==> config.mk <==
export PLATFORM = sky130hd
export DESIGN_NAME = lts_symbol_generator
export DESIGN_NICKNAME = d
export VERILOG_FILES = /design/src/rtl/lts_pkg.sv /design/src/rtl/axis_skid_buffer.sv /design/src/rtl/lts_symbol_generator.sv
export SDC_FILE = /design/constraint.sdc
export NUM_CORES = 1
export LEC_CHECK = 0
export BUFFER_PORTS_ARGS = -buffer_cell sky130_fd_sc_hd__buf_4
export CAP_MARGIN = 20
export CORE_MARGIN = 2
export CORE_UTILIZATION = 61
export CTS_CLUSTER_DIAMETER = 40
export DETAILED_ROUTE_END_ITERATION = 8
export PLACE_DENSITY_LB_ADDON = 0.25
export SYNTH_ARGS = -nofsm -noshare
export SYNTH_HDL_FRONTEND = slang
export SYNTH_SLANG_ARGS = --single-unit
==> constraint.sdc <==
create_clock -name clk_in -period 6.2 [get_ports clk_in]
set_input_delay 0 -clock clk_in [delete_from_list [all_inputs] [get_ports clk_in]]
set_output_delay 0 -clock clk_in [all_outputs]
set_load 0.005 [all_outputs]
==> src/rtl/lts_pkg.sv <==
// lts_pkg: LTS sign masks, generator state type and bin-value helper shared by TX generator and RX equalizer
package lts_pkg;
  localparam int FFT_LEN = 64;
  // Bit 63 is bin k=0. Non-zero bins are k=1..26 and k=38..63, as in the 802.11 L-sequence.
  localparam logic [63:0] POS_MASK = 64'h4D41_95E0_0335_F9AF;
  localparam logic [63:0] NEG_MASK = 64'h32BE_6A00_00CA_0650;
  typedef enum logic {IDLE, SEND} lts_gen_state_t;
  // +A, -A or 0 for bin k; -A saturates so -(-32768) becomes +32767
  function automatic logic signed [15:0] lts_bin(input logic [5:0] k, input logic signed [15:0] a);
    logic [5:0] idx;
    idx = 6'd63 - k;
    return POS_MASK[idx] ? a : NEG_MASK[idx] ? ((a == 16'sh8000) ? 16'sh7FFF : -a) : 16'sh0000;
  endfunction
endpackage

==> src/rtl/axis_skid_buffer.sv <==
// axis_skid_buffer: 2-entry AXI-Stream register slice with registered tready toward the source
module axis_skid_buffer #(
  parameter int WIDTH = 33
) (
  input  logic             clk_in,
  input  logic             rst_in,
  input  logic             s_tvalid,
  output logic             s_tready,
  input  logic [WIDTH-1:0] s_tdata,
  output logic             m_tvalid,
  output logic [WIDTH-1:0] m_tdata,
  input  logic             m_tready
);
  logic             r_m_valid;
  logic [WIDTH-1:0] r_m_data;
  logic             r_s_valid;
  logic [WIDTH-1:0] r_s_data;
  assign s_tready = ~r_s_valid;
  assign m_tvalid = r_m_valid;
  assign m_tdata  = r_m_data;
  // Refill the output stage from the skid entry first; park an accepted beat in the skid entry while stalled
  always_ff @(posedge clk_in or posedge rst_in) begin
    if (rst_in) begin
      r_m_valid <= 1'b0;
      r_m_data  <= '0;
      r_s_valid <= 1'b0;
      r_s_data  <= '0;
    end else if (!r_m_valid || m_tready) begin
      if (r_s_valid) begin
        r_m_valid <= 1'b1;
        r_m_data  <= r_s_data;
        r_s_valid <= 1'b0;
      end else begin
        r_m_valid <= s_tvalid;
        r_m_data  <= s_tdata;
      end
    end else if (s_tvalid && !r_s_valid) begin
      r_s_valid <= 1'b1;
      r_s_data  <= s_tdata;
    end
  end
endmodule

==> src/rtl/lts_symbol_generator.sv <==
// lts_symbol_generator: streams N_SYMBOLS frequency-domain LTS symbols over AXI-Stream; LTS_OUT_REG_EN adds an output skid buffer
module lts_symbol_generator #(
  parameter int FFT_LEN   = lts_pkg::FFT_LEN,
  parameter int N_SYMBOLS = 2
) (
  input  logic        clk_in,
  input  logic        rst_in,
  input  logic        start_in,
  input  logic [15:0] amplitude_in,
  output logic        lts_axis_tvalid,
  output logic        lts_axis_tlast,
  output logic [15:0] lts_re_axis_tdata,
  output logic [15:0] lts_im_axis_tdata,
  input  logic        lts_axis_tready,
  output logic        busy_out,
  output logic        done_out
);
  import lts_pkg::*;
  localparam int KW = $clog2(FFT_LEN);
  localparam logic [KW-1:0] K_LAST = KW'(FFT_LEN - 1);
  localparam logic [3:0] S_LAST = 4'(N_SYMBOLS - 1);
  lts_gen_state_t     r_state;
  logic [KW-1:0]      r_k;
  logic [3:0]         r_sym;
  logic signed [15:0] r_amp;
  logic signed [15:0] r_re;
  logic               r_valid;
  logic               r_last;
  logic               r_busy;
  logic               r_done;
  logic               w_ready;
  logic               w_start;
  logic               w_hs;
  logic               w_k_last;
  logic               w_final;
  logic [KW-1:0]      w_k_nxt;
  assign w_hs     = r_valid & w_ready;
  assign w_k_last = r_k == K_LAST;
  assign w_final  = w_hs & w_k_last & (r_sym == S_LAST);
  assign w_k_nxt  = w_k_last ? '0 : r_k + KW'(1);
  // Core FSM: beat k is precomputed into the output registers so a start shows k=0 one cycle later
  always_ff @(posedge clk_in or posedge rst_in) begin
    if (rst_in) begin
      r_state <= IDLE;
      r_k     <= '0;
      r_sym   <= '0;
      r_amp   <= '0;
      r_re    <= '0;
      r_valid <= 1'b0;
      r_last  <= 1'b0;
      r_busy  <= 1'b0;
      r_done  <= 1'b0;
    end else begin
      r_done <= 1'b0;
      if (r_state == IDLE) begin
        if (w_start) begin
          r_state <= SEND;
          r_busy  <= 1'b1;
          r_valid <= 1'b1;
          r_k     <= '0;
          r_sym   <= '0;
          r_amp   <= amplitude_in;
          r_re    <= lts_bin(6'd0, amplitude_in);
          r_last  <= 1'b0;
        end
      end else if (w_final) begin
        r_state <= IDLE;
        r_busy  <= 1'b0;
        r_valid <= 1'b0;
        r_last  <= 1'b0;
        r_re    <= '0;
        r_k     <= '0;
        r_sym   <= '0;
        r_done  <= 1'b1;
      end else if (w_hs) begin
        r_k    <= w_k_nxt;
        r_sym  <= w_k_last ? r_sym + 4'd1 : r_sym;
        r_re   <= lts_bin(w_k_nxt, r_amp);
        r_last <= w_k_nxt == K_LAST;
      end
    end
  end
`ifdef LTS_OUT_REG_EN
  logic        w_s_ready;
  logic        w_m_valid;
  logic [32:0] w_m_data;
  logic        w_tail;
  logic        w_out_fin;
  logic        r_tail;
  logic        r_odone;
  axis_skid_buffer #(.WIDTH(33)) u_skid (
    .clk_in   (clk_in),
    .rst_in   (rst_in),
    .s_tvalid (r_valid),
    .s_tready (w_s_ready),
    .s_tdata  ({r_last, r_re, 16'h0000}),
    .m_tvalid (w_m_valid),
    .m_tdata  (w_m_data),
    .m_tready (lts_axis_tready)
  );
  assign w_ready   = w_s_ready;
  assign w_tail    = r_done | r_tail;
  assign w_out_fin = w_tail & w_m_valid & lts_axis_tready & w_s_ready;
  assign w_start   = start_in & ~w_tail;
  assign busy_out  = r_busy | w_tail;
  assign done_out  = r_odone;
  assign lts_axis_tvalid = w_m_valid;
  assign {lts_axis_tlast, lts_re_axis_tdata, lts_im_axis_tdata} = w_m_data;
  // Hold busy while the final beats drain from the skid buffer; done follows the last output handshake
  always_ff @(posedge clk_in or posedge rst_in) begin
    if (rst_in) begin
      r_tail  <= 1'b0;
      r_odone <= 1'b0;
    end else begin
      r_tail  <= w_tail & ~w_out_fin;
      r_odone <= w_out_fin;
    end
  end
`else
  assign w_ready           = lts_axis_tready;
  assign w_start           = start_in;
  assign busy_out          = r_busy;
  assign done_out          = r_done;
  assign lts_axis_tvalid   = r_valid;
  assign lts_axis_tlast    = r_last;
  assign lts_re_axis_tdata = r_re;
  assign lts_im_axis_tdata = '0;
`endif
endmodule
Yosys cells after proc, flatten, opt, wreduce, memory -nomap -nowiden. Memories as Yosys holds them, arrays and structs flattened. Cells that the tools add are included.

Multipliers: 0. Shift operators: 0. Div/mod/pow operators: 0. $add $sub $neg: 4. $lt $le $gt $ge: 1. Bitwise logic cells: 4. Mux-type cells: 31. Equal/unequal tests: 7. Reductions and logical operators: 5.

Operator list (count): 16-bit two-way mux (7); 6-bit two-way mux (5); 4-bit two-way mux (5); 16-bit equality test, second input constant (1); 16-bit negation (1); 1-bit two-way mux (14); 6-bit equality test, second input constant (2); 6-bit by 7-bit less-than comparator with 1-bit output, second input constant (1); 6-bit by 1-bit adder with 6-bit output, second input constant (1); 3-bit by 1-bit inequality test with 1-bit output, second input constant (2); 2-bit AND reduction (3); 6-bit subtractor, first input constant (1); 4-bit by 1-bit adder with 4-bit output, second input constant (1); 4-bit by 1-bit equality test with 1-bit output, second input constant (1); 1-bit bitwise AND (3); 3-bit AND reduction (1); 2-bit by 1-bit inequality test with 1-bit output, second input constant (1); 2-bit nonzero test (1); 1-bit NOT (1).

Memories: 2. Bits in registers: 46. Input bits: 20. Bits in latches: 0. ROM bits: 128. Bits in writable memories: 0.

Memory list: (no name shown) (words 64, bits a word 1, read ports 1, clocked after memory_dff 0, wr ports 0, line lts_pkg.sv:12) `return POS_MASK[idx] ? a : NEG_MASK[idx] ? ((a == 16'sh8000) ? 16'sh7FFF : -a) : 16'sh0000;`; (no name shown) (words 64, bits a word 1, read ports 1, clocked after memory_dff 0, wr ports 0, line lts_pkg.sv:12).

Logic depth before layout (Yosys ltp).
Word-level depth: 10. Gate-level depth with buffers: 14. Mapped depth without buffers: 9.

Worst setup path before layout. OpenSTA, ideal clock, no wires.

Path kind: register -> register. Start point: register r_k[0]. End point: register r_re[2], in the netlist lts_re_axis_tdata[2]. Data required time: 6077 ps. Period minus slack after synthesis: 3201 ps. Cell stages (with the launch flop): 15. Setup slack: 2999 ps. Setup time: 123 ps. Arrival: 3077 ps. Path through: dfrtp_1 -> buf_2 -> buf_1 -> inv_1 -> ha_1 -> clkbuf_1 -> a311o_1 -> a31oi_1 -> or4b_1 -> a221oi_2 -> a31oi_1 -> buf_2 -> buf_6 -> a21oi_1 -> o31ai_2.

Cells in the longest elaborated chain, start to end: 10. Elaborated cells on any way between the ends: 17.

RTL lines: start, declared (line lts_symbol_generator.sv:23) `logic [KW-1:0] r_k;`; start signal, assigned (line lts_symbol_generator.sv:76) `r_k <= w_k_nxt;`; 6-bit by 1-bit adder with 6-bit output / 6-bit equality test (equally long branches) (line lts_symbol_generator.sv:40, lts_symbol_generator.sv:38); 6-bit two-way mux (line lts_symbol_generator.sv:40) `assign w_k_nxt = w_k_last ? '0 : r_k + KW'(1);`; 6-bit subtractor (line lts_pkg.sv:11) `idx = 6'd63 - k;`; memory read 64 x 1 bit; 1-bit two-way mux (implied by the code) (line lts_pkg.sv:12); 16-bit two-way mux (2 in a row) (line lts_pkg.sv:12); 16-bit two-way mux (line lts_symbol_generator.sv:75) `end else if (w_hs) begin`; 16-bit two-way mux (line lts_symbol_generator.sv:66) `end else if (w_final) begin`; 16-bit two-way mux (line lts_symbol_generator.sv:55) `if (r_state == IDLE) begin`; end signal, assigned (line lts_symbol_generator.sv:63) `r_re <= lts_bin(6'd0, amplitude_in);`; end signal, assigned (line lts_symbol_generator.sv:78) `r_re <= lts_bin(w_k_nxt, r_amp);`; end, declared (line lts_symbol_generator.sv:26) `logic signed [15:0] r_re;`.

Several ways; a longest one is shown, not always the timed one. The select of a mux whose other input is x is not followed. A chain may end at the register's enable or synchronous reset.

Worst setup path in the final report.
Start point: register r_k[0]. End point: register r_re[11], in the netlist lts_re_axis_tdata[11].

The elaborated chain is that of the path after synthesis.

==> results.yml <==
setup_path:
  critical_path.startpoint: "r_k[0]$_DFFE_PP0P_"
  r2r_end: "lts_re_axis_tdata[11]$_DFFE_PP0P_"
  worstRegToRegCells: 9
  start_kind: "flip-flop"
  crit_arrival_ns: 4.32
  crit_fanout: 25
  cp.required_ns: 6.41
  r2r-start: "r_k[0]$_DFFE_PP0P_"
  r2r_slack_ns: 2.09
  crit_type: "reg -> reg"
  end_kind: "flip-flop"
grt:
  grt_overflow: 0
  antenna_found_initial: 0
  grt_max_degree: 47
  grt_first_pass_wirelength_um: 12400
  grt_util_all_layers_pct: 28.3
  grt_pass1_vias: 2575
synth:
  ys_async_sr_fraction_pct: 100
  synth_top_cell_area_share_pct: 36.6
  synthTopCellsByCount: "nand2_1 (79), dfrtp_1 (46), a21oi_1 (21), nor2_1 (21), buf_4 (18)"
  synthFlopType: "dfrtp_1"
  ys_seq_area_share_pct: 36.6
  synth_cells: 381
  synth_most_common_cell: "nand2_1"
  synth_area_leaders: "dfrtp_1 (37%), nand2_1 (9.4%), buf_4 (4.3%)"
  yosysUniqueCellTypes: 55
  synth_warnings: 0
  post_synth.cell_area_avg_um2: 8.25
  netlist_area_um2: 3140
  synth_edf_count: 0
  synth.largest_area_cell: "dfrtp_1"
  ys_ff_latch: 46
die:
  dieArea_um2: 5740
  dieWidth_um: 75.8
  ios: 56
  die_h_um: 75.8
  rows: 26
  start_util_pct: 62.3
  core_um2: 5040
timing:
  worst_pin_slew_ns: 0.900
  max_slew_margin_pct: 40.0
  timing.fmax_mhz: 243
  setup_violations: 0
  rsz0062_at_grt: "false"
  fin_tns_setup_ns: 0
  post-route-min-period_ns: 4.11
  fin_skew_ns: 0.00697
  finalHoldViolations: 0
  drv_slew: 0
  holdWs_ns: 0.178
  post-route-period-util_pct: 66.3
route:
  wire_per_inst_um: 15.1
  ant_nets: 0
  drt_first_pass_iters: 5
  vias_per_cell: 5.88
  drt_iter0_drc: 363
  drcViolationCount: 0
  wirelength_um: 7460
  num_vias: 2904
clock_tree:
  cts_tree: "done"
  clk_latency_ns: 0.30
  ctsHtreeMaxLevel: 2
  cts_root_buffer: "clkbuf_8"
  hold_buffers: 18
  max-clock-path-buffers: 2
  cts_sinks: 46
  ctsResizeCount: 0
  post_cts_buffers: 0
  clkTransAtPathRegs_ns: 0.09
  cts_buffers: 5
cells_and_area:
  n_fill_cell: 399
  area_growth_pct: 15.6
  stdcell_area_um2: 3630
  ff_latch_area_um2: 1150
  nNetsFinal: 450
  multi_input_area_um2: 1760
  drive_above_1_share_pct: 15.3
  diodes: 0
pwr:
  swShare_pct: 44.4
  leakagePower_uw: 0.00163
  p_seq_share_pct: 34.0
  intPower_uw: 795
  p_sw_uw: 636
  p_per_area_nw_per_um2: 394
  clockPowerShare_pct: 13.3
  p_total_uw: 1430
  combPwrFrac_pct: 52.7
  peakVddDrop_v: 0.000179
hold_path:
  min_from: "lts_axis_tready"
  min_path_type: "in -> reg"
  hold_depth: 3
  worstHoldEndpoint: "r_k[0]$_DFFE_PP0P_"
job:
  cap_violations: 0
placed_design:
  gp_congestion: 0.858
  dp_hpwl_um: 5000
  place_area_um2: 3360
  io_buffers: 39
outcome:
  status: "finished, final reports clean"
==> power by group through the flow <==
stage,registers [µW],logic (µW),clock network [µW]
after floorplan,421,634,0
after global placement,484,715,0
after detailed placement,489,732,0
after CTS,482,744,193
after global routing,501,836,205
final,486,754,191
==> through the flow <==
step / setup slack [ns] / std cells / utilization, %
finish: 2.09 / 494 / 72.0
floorplan: 3.00 / 396 / -
global route: 1.83 / 494 / 72.0
CTS: 2.15 / 494 / 72.0
detailed placement: 2.17 / 468 / 66.7
global placement: 2.32 / 468 / 66.7
==> routing by layer <==
metal	share of wire, %	wire [µm]	global-route usage, %	vias to the layer above
met5	0	0	0	-
met4	1.1	81	7.80	0
met3	5.9	441	4.76	7
met2	47	3510	42.4	112
met1	46	3430	42.3	1373
li1	-	-	-	1412
==> cell usage in the layout (no fill, tap or decap), drive strengths merged, types with 3 or more instances in the layout <==
cell,n
a21oi,21
a221o,3
a31oi,7
and2,3
and3,9
buf,43
clkbuf,7
conb,16
dfrtp,46
dlygate4sd3,18
ha,7
inv,10
mux2i,5
nand2,79
nand2b,7
nand3,13
nand4,4
nor2,21
nor2b,3
nor3,8
nor3b,7
nor4,7
o21ai,19
o31ai,17
or3,7
xnor2,3
xor2,3
==> worst max-delay path, stage by stage, from the launching register on <==
cell and delay [ns]:
dfrtp_1 0.76, ha_1 0.86, a32o_2 0.37, a31oi_4 0.14
or4b_1 0.61, a221oi_2 0.29, a31oi_1 0.07, buf_4 0.22
a21o_1 0.36, o31ai_1 0.33
==> registers in the layout (all words and copies together) (netlist names) <==
name,flops
lts_re_axis_tdata,16
r_amp,16
done_out,1
busy_out,1
r_k,6
r_state,1
lts_axis_tlast,1
r_sym,4
==> cell type report <==
cell class / instances / area share [%]
Clock inverter: 1 / 0.138
Multi-Input combinational cell: 298 / 48.4
Timing Repair Buffer: 61 / 13.8
Inverter: 11 / 1.14
Sequential cell: 46 / 31.7
Clock buffer: 7 / 2.38
Tap cell: 70 / 2.41
==> cell families after synthesis <==
logic type	count (synthesis)	synth area share [%]
fa+ha+maj	7	2.79
flops	46	36.6
simple gates	173	26.3
compound gates	91	21.5
mux	5	1.59
xor+xnor	6	1.91
other cells	1	0.119
buf+inv	52	9.24
==> worst max path at each step <==
stage	to	slack, ns	cells after the start
2_1_floorplan	lts_re_axis_tdata[2]$_DFFE_PP0P_	3.00	14
4_1_cts	lts_re_axis_tdata[11]$_DFFE_PP0P_	2.15	9
6_report	lts_re_axis_tdata[11]$_DFFE_PP0P_	2.09	9
3_5_place_dp	lts_re_axis_tdata[11]$_DFFE_PP0P_	2.17	9
3_3_place_gp	lts_re_axis_tdata[11]$_DFFE_PP0P_	2.32	9
5_1_grt	lts_re_axis_tdata[14]$_DFFE_PP0P_	1.83	9
(Power assumes the default switching activity.)
